==> src/rtl/pipe_stage_skid_pkg.sv <==
// Shared types and constants for the skid pipeline stage.
// The entry record carries the data field beside this header because its width is a module parameter.
package pipe_stage_skid_pkg;
   localparam int RD_W       = 5;
   localparam int DATA_W_DEF = 101;
   localparam logic [DATA_W_DEF-1:0] NOP_VAL_DEF = '0;

   typedef struct packed {
      logic            valid;
      logic [RD_W-1:0] rd;
      logic            regwrite;
   } entry_meta_t;
endpackage

==> src/rtl/pipe_entry_reg.sv <==
// One held beat: valid/rd/regwrite header plus payload, with load and clear enables.
module pipe_entry_reg
   import pipe_stage_skid_pkg::*;
#(
   parameter int                DATA_W  = DATA_W_DEF,
   parameter logic [DATA_W-1:0] NOP_VAL = '0
) (
   input  logic              clk,
   input  logic              reset,
   input  logic              load,
   input  logic              clr,
   input  logic [DATA_W-1:0] d_data,
   input  logic [RD_W-1:0]   d_rd,
   input  logic              d_regwrite,
   output entry_meta_t       q_meta,
   output logic [DATA_W-1:0] q_data
);
   entry_meta_t       meta_d, meta_q;
   logic [DATA_W-1:0] data_d, data_q;

   // Clear wins over load so a flush always empties the entry.
   always_comb begin
      meta_d = meta_q;
      data_d = data_q;
      if (clr) begin
         meta_d = '0;
         data_d = NOP_VAL;
      end else if (load) begin
         meta_d.valid    = 1'b1;
         meta_d.rd       = d_rd;
         meta_d.regwrite = d_regwrite;
         data_d          = d_data;
      end
   end

   always_ff @(posedge clk or posedge reset) begin
      if (reset) begin
         meta_q <= '0;
         data_q <= NOP_VAL;
      end else begin
         meta_q <= meta_d;
         data_q <= data_d;
      end
   end

   assign q_meta = meta_q;
   assign q_data = data_q;
endmodule

==> src/rtl/pipe_stage_skid.sv <==
// Pipeline register stage with optional two-entry skid buffer (SKID=1) or plain register (SKID=0).
// MAIN is always the head; SKB catches the beat that arrives while the head is stalled.
module pipe_stage_skid
   import pipe_stage_skid_pkg::*;
#(
   parameter int                DATA_W  = DATA_W_DEF,
   parameter logic [DATA_W-1:0] NOP_VAL = DATA_W'(NOP_VAL_DEF),
   parameter int                SKID    = 1
) (
   input  logic              clk,
   input  logic              reset,
   input  logic              flush,
   input  logic              in_valid,
   output logic              in_ready,
   input  logic [DATA_W-1:0] in_data,
   input  logic [RD_W-1:0]   in_rd,
   input  logic              in_regwrite,
   output logic              out_valid,
   input  logic              out_ready,
   output logic [DATA_W-1:0] out_data,
   output logic [RD_W-1:0]   out_rd,
   output logic              out_regwrite,
   output logic [1:0]        level
);
   entry_meta_t       main_m, skb_m;
   logic [DATA_W-1:0] main_data, skb_data;
   logic              accept, drain;
   logic              main_load, main_clr, main_from_skb;
   logic              skb_load, skb_clr;
   logic              main_v_n, skb_v_n;
   logic [DATA_W-1:0] main_in_data;
   logic [RD_W-1:0]   main_in_rd;
   logic              main_in_rw;
   logic [1:0]        level_d, level_q;

   assign drain  = main_m.valid && out_ready;
   assign accept = in_valid && in_ready && !flush;

   generate
      if (SKID != 0) begin : g_ready_skid
         // Straight from the SKB valid flop: no path from out_ready.
         assign in_ready = !skb_m.valid;
      end else begin : g_ready_reg
         assign in_ready = !main_m.valid || out_ready;
      end
   endgenerate

   always_comb begin
      main_load     = 1'b0;
      main_from_skb = 1'b0;
      skb_load      = 1'b0;
      if (SKID != 0) begin
         if (skb_m.valid) begin
            if (drain) begin
               main_load     = 1'b1;
               main_from_skb = 1'b1;
            end
         end else if (accept) begin
            if (!main_m.valid || drain) main_load = 1'b1;
            else                        skb_load  = 1'b1;
         end
      end else begin
         main_load = accept;
      end
      main_clr = flush || (drain && !main_load);
      skb_clr  = flush || (skb_m.valid && drain);

      main_v_n = main_clr ? 1'b0 : (main_load ? 1'b1 : main_m.valid);
      skb_v_n  = skb_clr  ? 1'b0 : (skb_load  ? 1'b1 : skb_m.valid);
      level_d  = {1'b0, main_v_n} + {1'b0, skb_v_n};

      main_in_data = main_from_skb ? skb_data        : in_data;
      main_in_rd   = main_from_skb ? skb_m.rd        : in_rd;
      main_in_rw   = main_from_skb ? skb_m.regwrite  : in_regwrite;
   end

   pipe_entry_reg #(.DATA_W(DATA_W), .NOP_VAL(NOP_VAL)) u_main (
      .clk(clk), .reset(reset), .load(main_load), .clr(main_clr),
      .d_data(main_in_data), .d_rd(main_in_rd), .d_regwrite(main_in_rw),
      .q_meta(main_m), .q_data(main_data)
   );

   generate
      if (SKID != 0) begin : g_skb
         pipe_entry_reg #(.DATA_W(DATA_W), .NOP_VAL(NOP_VAL)) u_skb (
            .clk(clk), .reset(reset), .load(skb_load), .clr(skb_clr),
            .d_data(in_data), .d_rd(in_rd), .d_regwrite(in_regwrite),
            .q_meta(skb_m), .q_data(skb_data)
         );
      end else begin : g_no_skb
         assign skb_m    = '0;
         assign skb_data = NOP_VAL;
      end
   endgenerate

   always_ff @(posedge clk or posedge reset) begin
      if (reset) level_q <= 2'd0;
      else       level_q <= level_d;
   end

   assign level        = level_q;
   assign out_valid    = main_m.valid;
   assign out_data     = main_m.valid ? main_data : NOP_VAL;
   assign out_rd       = main_m.valid ? main_m.rd : '0;
   assign out_regwrite = main_m.valid && main_m.regwrite;
endmodule

==> config.mk <==
export PLATFORM = sky130hd
export DESIGN_NAME = pipe_stage_skid
export DESIGN_NICKNAME = d
export VERILOG_FILES = /design/src/rtl/pipe_stage_skid_pkg.sv /design/src/rtl/pipe_entry_reg.sv /design/src/rtl/pipe_stage_skid.sv
export SDC_FILE = /design/constraint.sdc
export NUM_CORES = 1
export LEC_CHECK = 0
export ABC_CLOCK_PERIOD_IN_PS = 6500
export BUFFER_PORTS_ARGS = -buffer_cell sky130_fd_sc_hd__buf_4
export CAP_MARGIN = 20
export CORE_ASPECT_RATIO = 1.1
export CORE_MARGIN = 8
export CORE_UTILIZATION = 35
export CTS_BUF_LIST = sky130_fd_sc_hd__clkbuf_16
export DETAILED_ROUTE_END_ITERATION = 8
export GPL_TIMING_DRIVEN = 0
export SLEW_MARGIN = 10
export SYNTH_ARGS = -nofsm -noshare
export SYNTH_HDL_FRONTEND = slang
export SYNTH_SLANG_ARGS = --single-unit
export TNS_END_PERCENT = 100
==> constraint.sdc <==
create_clock -name clk -period 6.5 [get_ports clk]
set_input_delay 0 -clock clk [delete_from_list [all_inputs] [get_ports clk]]
set_output_delay 0 -clock clk [all_outputs]
set_load 0.1 [all_outputs]
=== After elaboration in Yosys (flattened, before gate mapping) ===
Index checks and enable logic that the tools add are counted.

* Word-level logic and storage cells: 50
* Input bits: 112
* Bits in registers: 218
* Output and inout port bits: 111

* Reductions and logical operators: 15
* Add/subtract/negate cells: 1
* Mux-type cells: 25

{| class="wikitable"
|+ Operators by type and width
! kind !! count
|-
| $mux 101 || 6
|-
| $mux 7 || 4
|-
| $mux 1 || 13
|-
| $mux 5 || 2
|-
| $logic_and 1x1->1 || 6
|-
| $logic_not 1->1 || 4
|-
| $reduce_bool 2->1 || 2
|-
| $logic_or 1x1->1 || 3
|-
| $add 1x1->2 || 1
|}

=== Depth between registers and ports, before layout ===
Gate-level depths: netlist of run 1.

* Depth in word-level cells: 10
* Gate-level depth with buffers: 7
* Gate-level depth less buffers: 4

=== Modules after synthesis ===
A second synthesis of run 1 with hierarchy kept.

* Cell total of the unflattened synthesis: 957
* Area total of the unflattened synthesis: 10841.6 um2

{| class="wikitable"
|+ Modules (own cells, without submodules)
! module !! area each (um2) !! cells an instance !! instances !! seq. area each (um2)
|-
| pipe_entry_reg || 4345.4 || 349 || 2 || 2702.6
|-
| pipe_stage_skid || 2150.8 || 259 || 1 || 50.0
|}

=== Worst setup path after synthesis of run 1 ===
Ideal clock, no wire load.

* Path kind: reg-to-output
* From: reg u_main.meta_q, in the netlist u_main.q_meta[6]
* To: out out_data[80]
* Buffers on the path: 3
* Data required time: 6500 ps
* Setup slack: 3982 ps
* Arrival: 2518 ps
* Cell stages (with the launch flop): 5
* Path through: dfrtp_1 > buf_2 > clkbuf_1 > clkbuf_1 > and2_1

* Cells in the longest elaborated chain, start to end: 1

{| class="wikitable"
|+ RTL lines
! element !! RTL line !! text
|-
| from (decl) || pipe_entry_reg.sv:18 || <nowiki>entry_meta_t meta_d, meta_q;</nowiki>
|-
| from (signal assigned) || pipe_entry_reg.sv:41 || <nowiki>meta_q <= meta_d;</nowiki>
|-
| $mux 101 || pipe_stage_skid.sv:103 || <nowiki>assign out_data = main_m.valid ? main_data : NOP_VAL;</nowiki>
|-
| to (decl) || pipe_stage_skid.sv:20 || <nowiki>output logic [DATA_W-1:0] out_data,</nowiki>
|}

Every way passes these cells.

=== Worst setup path in the final report of run 1 ===
* From: reg u_main.meta_q, in the netlist u_main.q_meta[6]
* To: out out_data[87]

Same word-level chain as after synthesis.

==> reports/summary.md, run 1 <==
The flow ran to the end, and the final reports show no timing, DRC or antenna violations. The worst hold path terminates at g_skb.u_skb.q_meta[6]. After the last flow step, the layout net total stands at 1226. sky130_fd_sc_hd__dfrtp_1 takes more of the synthesized area than any other cell. After synthesis, the mean cell area works out to 13.1 sq um. On the worst path, the slowest cell contributes a delay of 0.50 ns. Clock-pin slew was measured on the worst setup and hold paths at 0.06 ns. The filler cells instantiated in the layout total 2491.

The count of cells along the worst hold path was 3; the number of levels in the clock H-tree was 1. The final clock skew was 0.0127 ns; the proportion of synthesized chip area in sequential cells was 0.556. The depth of the worst register-to-register path works out to 5. Among the stages of the critical path, the cell type that occurs most often is sky130_fd_sc_hd__clkbuf_1. Counting along the longest clock path gives a buffer depth of 3. The run gives 7.11 nW as the leakage component of the power. The layout cell share with drive strength beyond 1 was 0.266. The synthesis-stage register bit count is 218, and the remaining antenna violation count is 0.

The worst register-to-register path ends at u_main.q_meta[6]. In the final routed layout, each cell accounts on average for 19.3 um. The root buffer cell chosen for the clock tree is sky130_fd_sc_hd__clkbuf_16.

For this block, the initial DRC count from the detailed router was 331. The worst register-to-register path begins at u_main.q_meta[6]. Max-cap violations in this run came to 0. The final cycle utilization of the critical path was 0.428. Fmax: 359 MHz. The sum of net half-perimeters after detailed placement was 19500 um. The TritonCTS buffer count was 24; the total setup violations reported at the end of the flow was 0. The area growth from synthesis to layout is 40.9%, and the utilization after layout is 0.499. The synthesized net count is 864, and the clock sink count is 218. The routed layout has 7666 vias. The initial core utilization is 0.354.

The most used flip-flop cell after synthesis is sky130_fd_sc_hd__dfrtp_1. After synthesis, the most frequently instantiated cells are sky130_fd_sc_hd__dfrtp_1, sky130_fd_sc_hd__and2_1, sky130_fd_sc_hd__a32o_1, sky130_fd_sc_hd__mux2i_1, sky130_fd_sc_hd__o2bb2ai_1. The reg-to-reg setup timing slack was 4.11 ns.

The logs give 28800 um for the routed wire length and 0.51 ns for the clock insertion delay at the later pin of the skew report. The first-pass GRT wire length came out at 46700 um. The tools report the number of rows created at floorplan as 64. The worst slack at placement came out at 4.18 ns. The logs give 751 for the cell count after synthesis and 0.146 mV for the worst ir drop on vdd. For the worst setup path, the data arrival time is 2.78 ns. The signal on the critical path passes through buf_2 > clkbuf_1 > clkbuf_1 > and2_1 > buf_4. The core region is 27700 sq um. sky130_fd_sc_hd__dfrtp_1 is the most common cell in the netlist. Setup repair after global routing left no endpoint under its margin. The fraction of registers with async set/reset is 1.00. The run gives 0.170 as the combined global-route utilization of all metal layers.

The quantity of gates resized following cts was 0; the area used by sequential logic in the layout was 5460 sq um. Power density of the placed cells: 235 nW/um^2. Across all hold checks on the routed design, the worst slack comes to 0.0817 ns. STA classifies the critical path startpoint as a flip-flop. The netlist area before placement was 9810 sq um; the average via count per standard cell was 5.14. The tools report the remaining design rule violation count as 0. Counting flops with a built-in enable in the synthesized netlist gives 0. The Yosys step of the flow raised 0 warnings. During I/O placement, the number of pins put on the boundary was 223. The via count of the first global-routing pass came out at 8287. The relative slew slack came out at 0.619. The hold path startpoint was out_ready. The master of the slowest instance on the critical path was sky130_fd_sc_hd__clkbuf_1.

TritonCTS built the clock tree. The share of the synthesized area in the top cell type is 0.556. In this run the worst hold path is classified as in -> reg. The worst path meets setup with 3.72 ns of slack. The shortest clock period the worst path allows after layout came out at 2.78 ns. The routability congestion estimate from global placement is 0.748. Number of hold violations in the final report: 0. The die footprint is 33600 sq um. The worst setup path is captured at a primary output.

The critical path in this run is classified as reg -> out. For the worst setup path, the data required time is 6.50 ns. From left edge to right edge, the die measures 176 um. By area the synthesized netlist is led by sky130_fd_sc_hd__dfrtp_1, sky130_fd_sc_hd__a32o_1, sky130_fd_sc_hd__mux2i_1.

The logs give 23 for the distinct cell type count after synthesis and 101 for the pin count of the biggest net entering global routing. The maximum fanout encountered on the critical timing path is 10, and the total congestion overflow after global routing is 0. During placement, the flow inserted port buffers numbering 222.

For the pin with the worst max-slew slack, the measured transition is 0.572 ns. The first-pass detailed-route iteration total was 4. The footprint of the multi-input gates is 3890 sq um, and the chip height is 192 um.

The run gives 0 as the number of pins exceeding their max-slew limit in the final report. The initial antenna violation count was 3.
critical path, delay by kind of cell (launching register included):
| family | cells | cell delay, ns |
|---|---|---|
| simple gates | 1 | 0.22 |
| buf+inv | 4 | 1.59 |
| flops | 1 | 0.46 |
worst max path at each step:
stage / startpoint / end / slack, ns / cells after the start
final: u_main.q_meta[6] / out_data[87] / 3.72 / 5
after CTS: u_main.q_meta[6] / out_data[87] / 3.57 / 5
after global placement: reset / g_skb.u_skb.q_data[14] / -2.21 / 2
after floorplan: reset / g_skb.u_skb.q_data[0] / 0.54 / 1
after global routing: u_main.q_meta[6] / out_data[87] / 3.46 / 5
after detailed placement: u_main.q_meta[6] / out_data[87] / 4.18 / 5
routing by layer:
metal	global-route usage	share of wire
met5	0	0
met4	0.0336	0.015
met3	0.0385	0.058
met2	0.284	0.48
met1	0.224	0.45
logic make-up after synthesis:
group / after synthesis / synth area share
AO/OA/AOI/OAI: 222 / 0.212
flip-flops: 218 / 0.556
AND/OR/NAND/NOR: 115 / 0.0748
multiplexers: 107 / 0.109
buffers and inverters: 88 / 0.0467
adder cells (fa/ha/maj): 1 / 0.00128
registers in the layout, summed over array words and instances, names as in the netlist:
signal	flops
u_main.q_meta	7
level	2
g_skb.u_skb.q_data	101
u_main.q_data	101
g_skb.u_skb.q_meta	7
stage by stage:
stage | TNS (ns) | std cells | instance area [sq um] | power (mW)
3_5_place_dp | 0 | 1338 | 12000 | 1.97
2_1_floorplan | 0 | 751 | 9810 | 1.79
4_1_cts | 0 | 1488 | 13800 | 3.30
6_report | 0 | 1491 | 13800 | 3.24
3_3_place_gp | -477.23 | 1336 | 11900 | 1.96
5_1_grt | 0 | 1491 | 13800 | 3.38
final cells by class:
class | instances | share of cell area
clock inverters | 13 | 0.00570
flip-flops and latches | 218 | 0.395
multi-input cells | 445 | 0.282
clock buffers | 25 | 0.0453
plain buffers | 84 | 0.0320
repair buffers | 336 | 0.206
inverters | 4 | 0.00163
well taps | 363 | 0.0329
diodes | 3 | 0.000543
power breakdown:
part / switching (mW) / total [mW] / internal (mW)
clock: 0.526 / 1.25 / 0.723
combinational: 0.343 / 0.538 / 0.195
sequential: 0.0349 / 1.46 / 1.42
total: 0.904 / 3.24 / 2.34
repair_timing:
item,4_1_cts,5_1_grt
hold buffers,112,0
endpoints found under the setup margin,0,0
setup buffers,0,0
hold endpoints to repair,436,0
cell usage in the layout, fill, tap and decap left out, types with 7 or more instances in the layout:
master | netlist | final
sky130_fd_sc_hd__buf_6 | 11 | 11
sky130_fd_sc_hd__and2_1 | 109 | 109
sky130_fd_sc_hd__o2bb2ai_1 | 106 | 106
sky130_fd_sc_hd__a32o_1 | 107 | 107
sky130_fd_sc_hd__mux2i_1 | 107 | 107
sky130_fd_sc_hd__buf_1 | 7 | 7
sky130_fd_sc_hd__clkbuf_1 | 36 | 36
sky130_fd_sc_hd__dlygate4sd3_1 | 0 | 112
sky130_fd_sc_hd__buf_4 | 3 | 225
sky130_fd_sc_hd__dfrtp_1 | 218 | 218
sky130_fd_sc_hd__clkbuf_16 | 0 | 25
sky130_fd_sc_hd__buf_2 | 27 | 27
sky130_fd_sc_hd__inv_1 | 4 | 11
Note: power is estimated with default switching activity, not from simulation.
==> run 2: changes to the inputs <==
--- a/config.mk
+++ b/config.mk
@@ -5,7 +5,8 @@
 export SDC_FILE = /design/constraint.sdc
 export NUM_CORES = 1
 export LEC_CHECK = 0
-export ABC_CLOCK_PERIOD_IN_PS = 6500
+export ABC_AREA = 1
+export ABC_CLOCK_PERIOD_IN_PS = 2800
 export BUFFER_PORTS_ARGS = -buffer_cell sky130_fd_sc_hd__buf_4
 export CAP_MARGIN = 20
 export CORE_ASPECT_RATIO = 1.1
==> constraint.sdc (replaced) <==
create_clock -name clk -period 2.8 [get_ports clk]
set_input_delay 0 -clock clk [delete_from_list [all_inputs] [get_ports clk]]
set_output_delay 0 -clock clk [all_outputs]
set_load 0.1 [all_outputs]
==> run 2 against run 1 <==
  * Largest cell class unchanged
  * Sequential power is 130% higher
  * Clock skew shrank 0.0058 ns
  * Via count is 57% higher
  * Critical path type unchanged
  * Clock power up 140%
  * Utilization decreased by 2.1 points
  * Global-route usage up 3.4 points
  * Die area rose by 16%
==> reports/summary.md, run 2 <==
Yosys mapped the design onto 18 distinct sky130hd cell types. Yosys attributes the largest share of cell area to sky130_fd_sc_hd__dfrtp_1, sky130_fd_sc_hd__nand2_1, sky130_fd_sc_hd__nand4_1. The fmax is 378 MHz, and the initial antenna violation count is 1.

The run gives 0 as the count of warnings emitted by yosys. The total setup violations reported at the end of the flow came out at 0. The run finished with clean final reports.

The fraction of registers with async set/reset is 1.00, and the net switching component of the power is 2.16 mW. In this run, synthesis produced a sequential element count of 218. Highest metal layer with signal wires: met4. The worst hold path terminates at u_main.q_data[96].

The mean area per synthesized cell was 7.38 sq um; the maximum fanout encountered on the critical timing path was 10. Detailed placement finished with a half-perimeter wire length of 28400 um. Initial core utilization: 0.351. The tools report the arrival time reported for the critical path endpoint as 2.65 ns.

Setup repair after global routing left no endpoint under its margin. 223 I/O pins were placed. The run gives 0.441 as the relative contribution of sequential cells to total power. The tools report the routed length on met3 as 2130 um. The clock sink count is 218, and the via count of the first global-routing pass is 12100.

The detailed route wirelength on metal2 was 19400 um. Classification of the worst setup path: reg -> out. In the final design database the tool counted 2046 nets. The congestion estimate from routability-driven global placement came to 0.825. The master of the slowest instance on the critical path is sky130_fd_sc_hd__dfrtp_1. The leading cell type in the layout, fill and taps excluded was sky130_fd_sc_hd__nand2_1. The final clock skew was 0.00689 ns; the die footprint was 39100 sq um. The number of rows created at floorplan came out at 70. The tools report the routed wire length as 40500 um. The tools report the root buffer selected by CTS as sky130_fd_sc_hd__clkbuf_16.

The later pin in the worst-skew pair is clocked with a latency of 0.52 ns. The pin count of the biggest net entering global routing came out at 38. The remaining design rule violation count is 0. The power density of the placed cells is 478 nW/um^2, and the number of fillers in the final layout is 3327. The tools report the final hold slack as 0.226 ns.

In this run the critical register-to-register path is captured at level[0]. The worst hold path belongs to the class in -> reg. The average detailed-routed wire length per instance was 17.0 um; the area used by sequential logic in the layout was 5460 sq um. The count of cells along the worst hold path came out at 6. The dominant register cell in the synthesized netlist is sky130_fd_sc_hd__dfrtp_1. Max-cap violations in this run came to 0. The worst path in the final design needs a cycle of 2.65 ns, including I/O delays and setup.

Counting flops with a built-in enable in the synthesized netlist gives 0. The buffers inserted during post-CTS setup optimization was 0. The relative slew slack was 0.602. When the netlist entered floorplanning its net count stood at 1680. STA puts the critical path data required time at 2.80 ns.

Dominant cell by count in the synthesized netlist: sky130_fd_sc_hd__nand2_1. The worst hold path begins at in_valid. Area growth from synthesis to layout: 36.2%. The final cycle utilization of the critical path is 0.945.

Combinational share of power: 0.161. The tools report the first-pass detailed-route iteration total as 5. With fillers left out, the area of the finished cells amounts to 15800 sq um.

Clock transition time at the flip-flop clock pins of the worst setup and hold paths: 0.06 ns. The number of pins exceeding their max-slew limit in the final report was 0. The internal power of the cells totals 5.37 mW. After technology mapping, the gate count stands at 1567. In the synthesized netlist, the cells that appear most often are sky130_fd_sc_hd__nand2_1, sky130_fd_sc_hd__dfrtp_1, sky130_fd_sc_hd__nand4_1, sky130_fd_sc_hd__nand3_1, sky130_fd_sc_hd__inv_1.

The detailed router put a total of 17600 um of wire on met1. After the first detailed-routing iteration, the DRC count stood at 1126. Summing all multi-input logic gate instances after layout gives 4920 sq um. The biggest area contributor in the post-synthesis netlist is sky130_fd_sc_hd__dfrtp_1. The total congestion overflow after global routing is 0. The chip height was 207 um; the power share of the clock group was 0.397. The share of the synthesized area in the top cell type works out to 0.472. The average via count per standard cell works out to 5.04. The count of buffers added on input and output ports is 222. The startpoint type of the worst setup path was a flip-flop. The tools report the core outline area as 32900 sq um.

The top cell types in the final layout, fill and taps aside, are sky130_fd_sc_hd__nand2_1, sky130_fd_sc_hd__buf_4, sky130_fd_sc_hd__dfrtp_1. The delay of the slowest cell on the worst path is 0.44 ns. The finished layout holds 2382 standard cells, fillers aside. The tools report the area of placed instances as 13900 sq um.

TritonCTS built the clock tree. The run gives 0.204 as the combined global-route utilization of all metal layers. The number of clock buffers added by TritonCTS is 25. The number of hold violations in the final report came out at 0. The total number of vias was 12000.

The switching part of the total power works out to 0.287. The startpoint identified for the worst register-to-register timing path is u_main.q_meta[6]. The count of nets left with antenna violations once routing finished came out at 0. The proportion of synthesized chip area in sequential cells was 0.472. The width of the die was 189 um; the leakage component of the power was 9.33 nW. The worst register-to-register path has a depth of 6. The transition at the pin with the smallest max-transition slack was 0.597 ns. The tools report the clock tree buffer depth as 3. The first-pass GRT wire length is 64900 um, and the post-route setup TNS is 0 ns. Once placement completed, the tool counted placed cells totaling 2228. The layout cell share with drive strength beyond 1 was 0.186. For flop-to-flop paths, the worst setup slack is 0.71 ns. The tools report the number of levels in the clock H-tree as 1. After synthesis the cells add up to 11600 sq um. Traced cell by cell, the critical path runs through buf_4 > buf_2 > clkbuf_4 > buf_2 > nand2_1 > inv_1 > buf_4.

The worst setup path is captured at a primary output. IR analysis of the VDD net gives a maximum drop of 0.345 mV.
run 2: logic make-up after synthesis:
group / count (synthesis) / share of synthesized area
AOI/OAI and AO/OA: 3 / 0.00227
DFF: 218 / 0.472
buffers and inverters: 264 / 0.103
adders and majority gates: 1 / 0.00108
and+or+nand+nor: 1081 / 0.422
run 2: how the worst max path moves through the flow:
| stage | cells past startpoint | slack [ns] | startpoint | end |
|---|---|---|---|---|
| 6_report | 7 | 0.15 | u_main.q_meta[6] | out_data[98] |
| 4_1_cts | 7 | 0.06 | u_main.q_meta[6] | out_data[98] |
| 3_3_place_gp | 2 | -1.58 | reset | u_main.q_data[12] |
| 2_1_floorplan | 1 | -0.04 | reset | g_skb.u_skb.q_data[0] |
| 5_1_grt | 7 | 0.02 | u_main.q_meta[6] | out_data[98] |
| 3_5_place_dp | 7 | 0.49 | u_main.q_meta[6] | out_data[58] |
run 2: through the flow:
step,util,total power [mW],worst slack (ns)
after floorplan,-,4.03,-0.0401
after global placement,0.418,4.44,-1.58
after detailed placement,0.423,4.47,0.492
after CTS,0.478,7.60,0.0577
after global routing,0.478,7.84,0.0238
final,0.478,7.53,0.154
run 2: repair_timing:
item | CTS | global route
resized for setup | 1 | 2
endpoints found under the setup margin | 10 | 8
hold buffers | 110 | 0
endpoints found under the hold margin | 374 | 0
run 2: critical path: cells and delay by family (launching register included):
kind          cells  cell delay (ns)
flops             1             0.44
simple gates      1             0.08
buf+inv           6             1.60
run 2: final cells by class:
cell class              instances  area share
clock inverters                18     0.00627
diodes                          1    0.000159
repair buffers                339       0.185
well taps                     432      0.0343
plain buffers                 151      0.0491
flip-flops and latches        218       0.346
multi-input cells            1085       0.312
clock buffers                  25      0.0397
inverters                     113      0.0272
run 2: power by group through the flow:
stage               clock, mW  combinational [mW]  sequential, mW
floorplan                   0               0.653            3.38
global placement            0                1.06            3.38
detailed placement          0                1.09            3.38
CTS                      3.05                1.22            3.32
global route             3.18                1.32            3.34
finish                   2.99                1.22            3.33
run 2: per-layer routing:
layer | global-route usage | vias to the layer above
met4 | 0.0735 | 0
met3 | 0.0282 | 79
met2 | 0.342 | 366
met5 | 0 | -
li1 | - | 5891
met1 | 0.266 | 5671
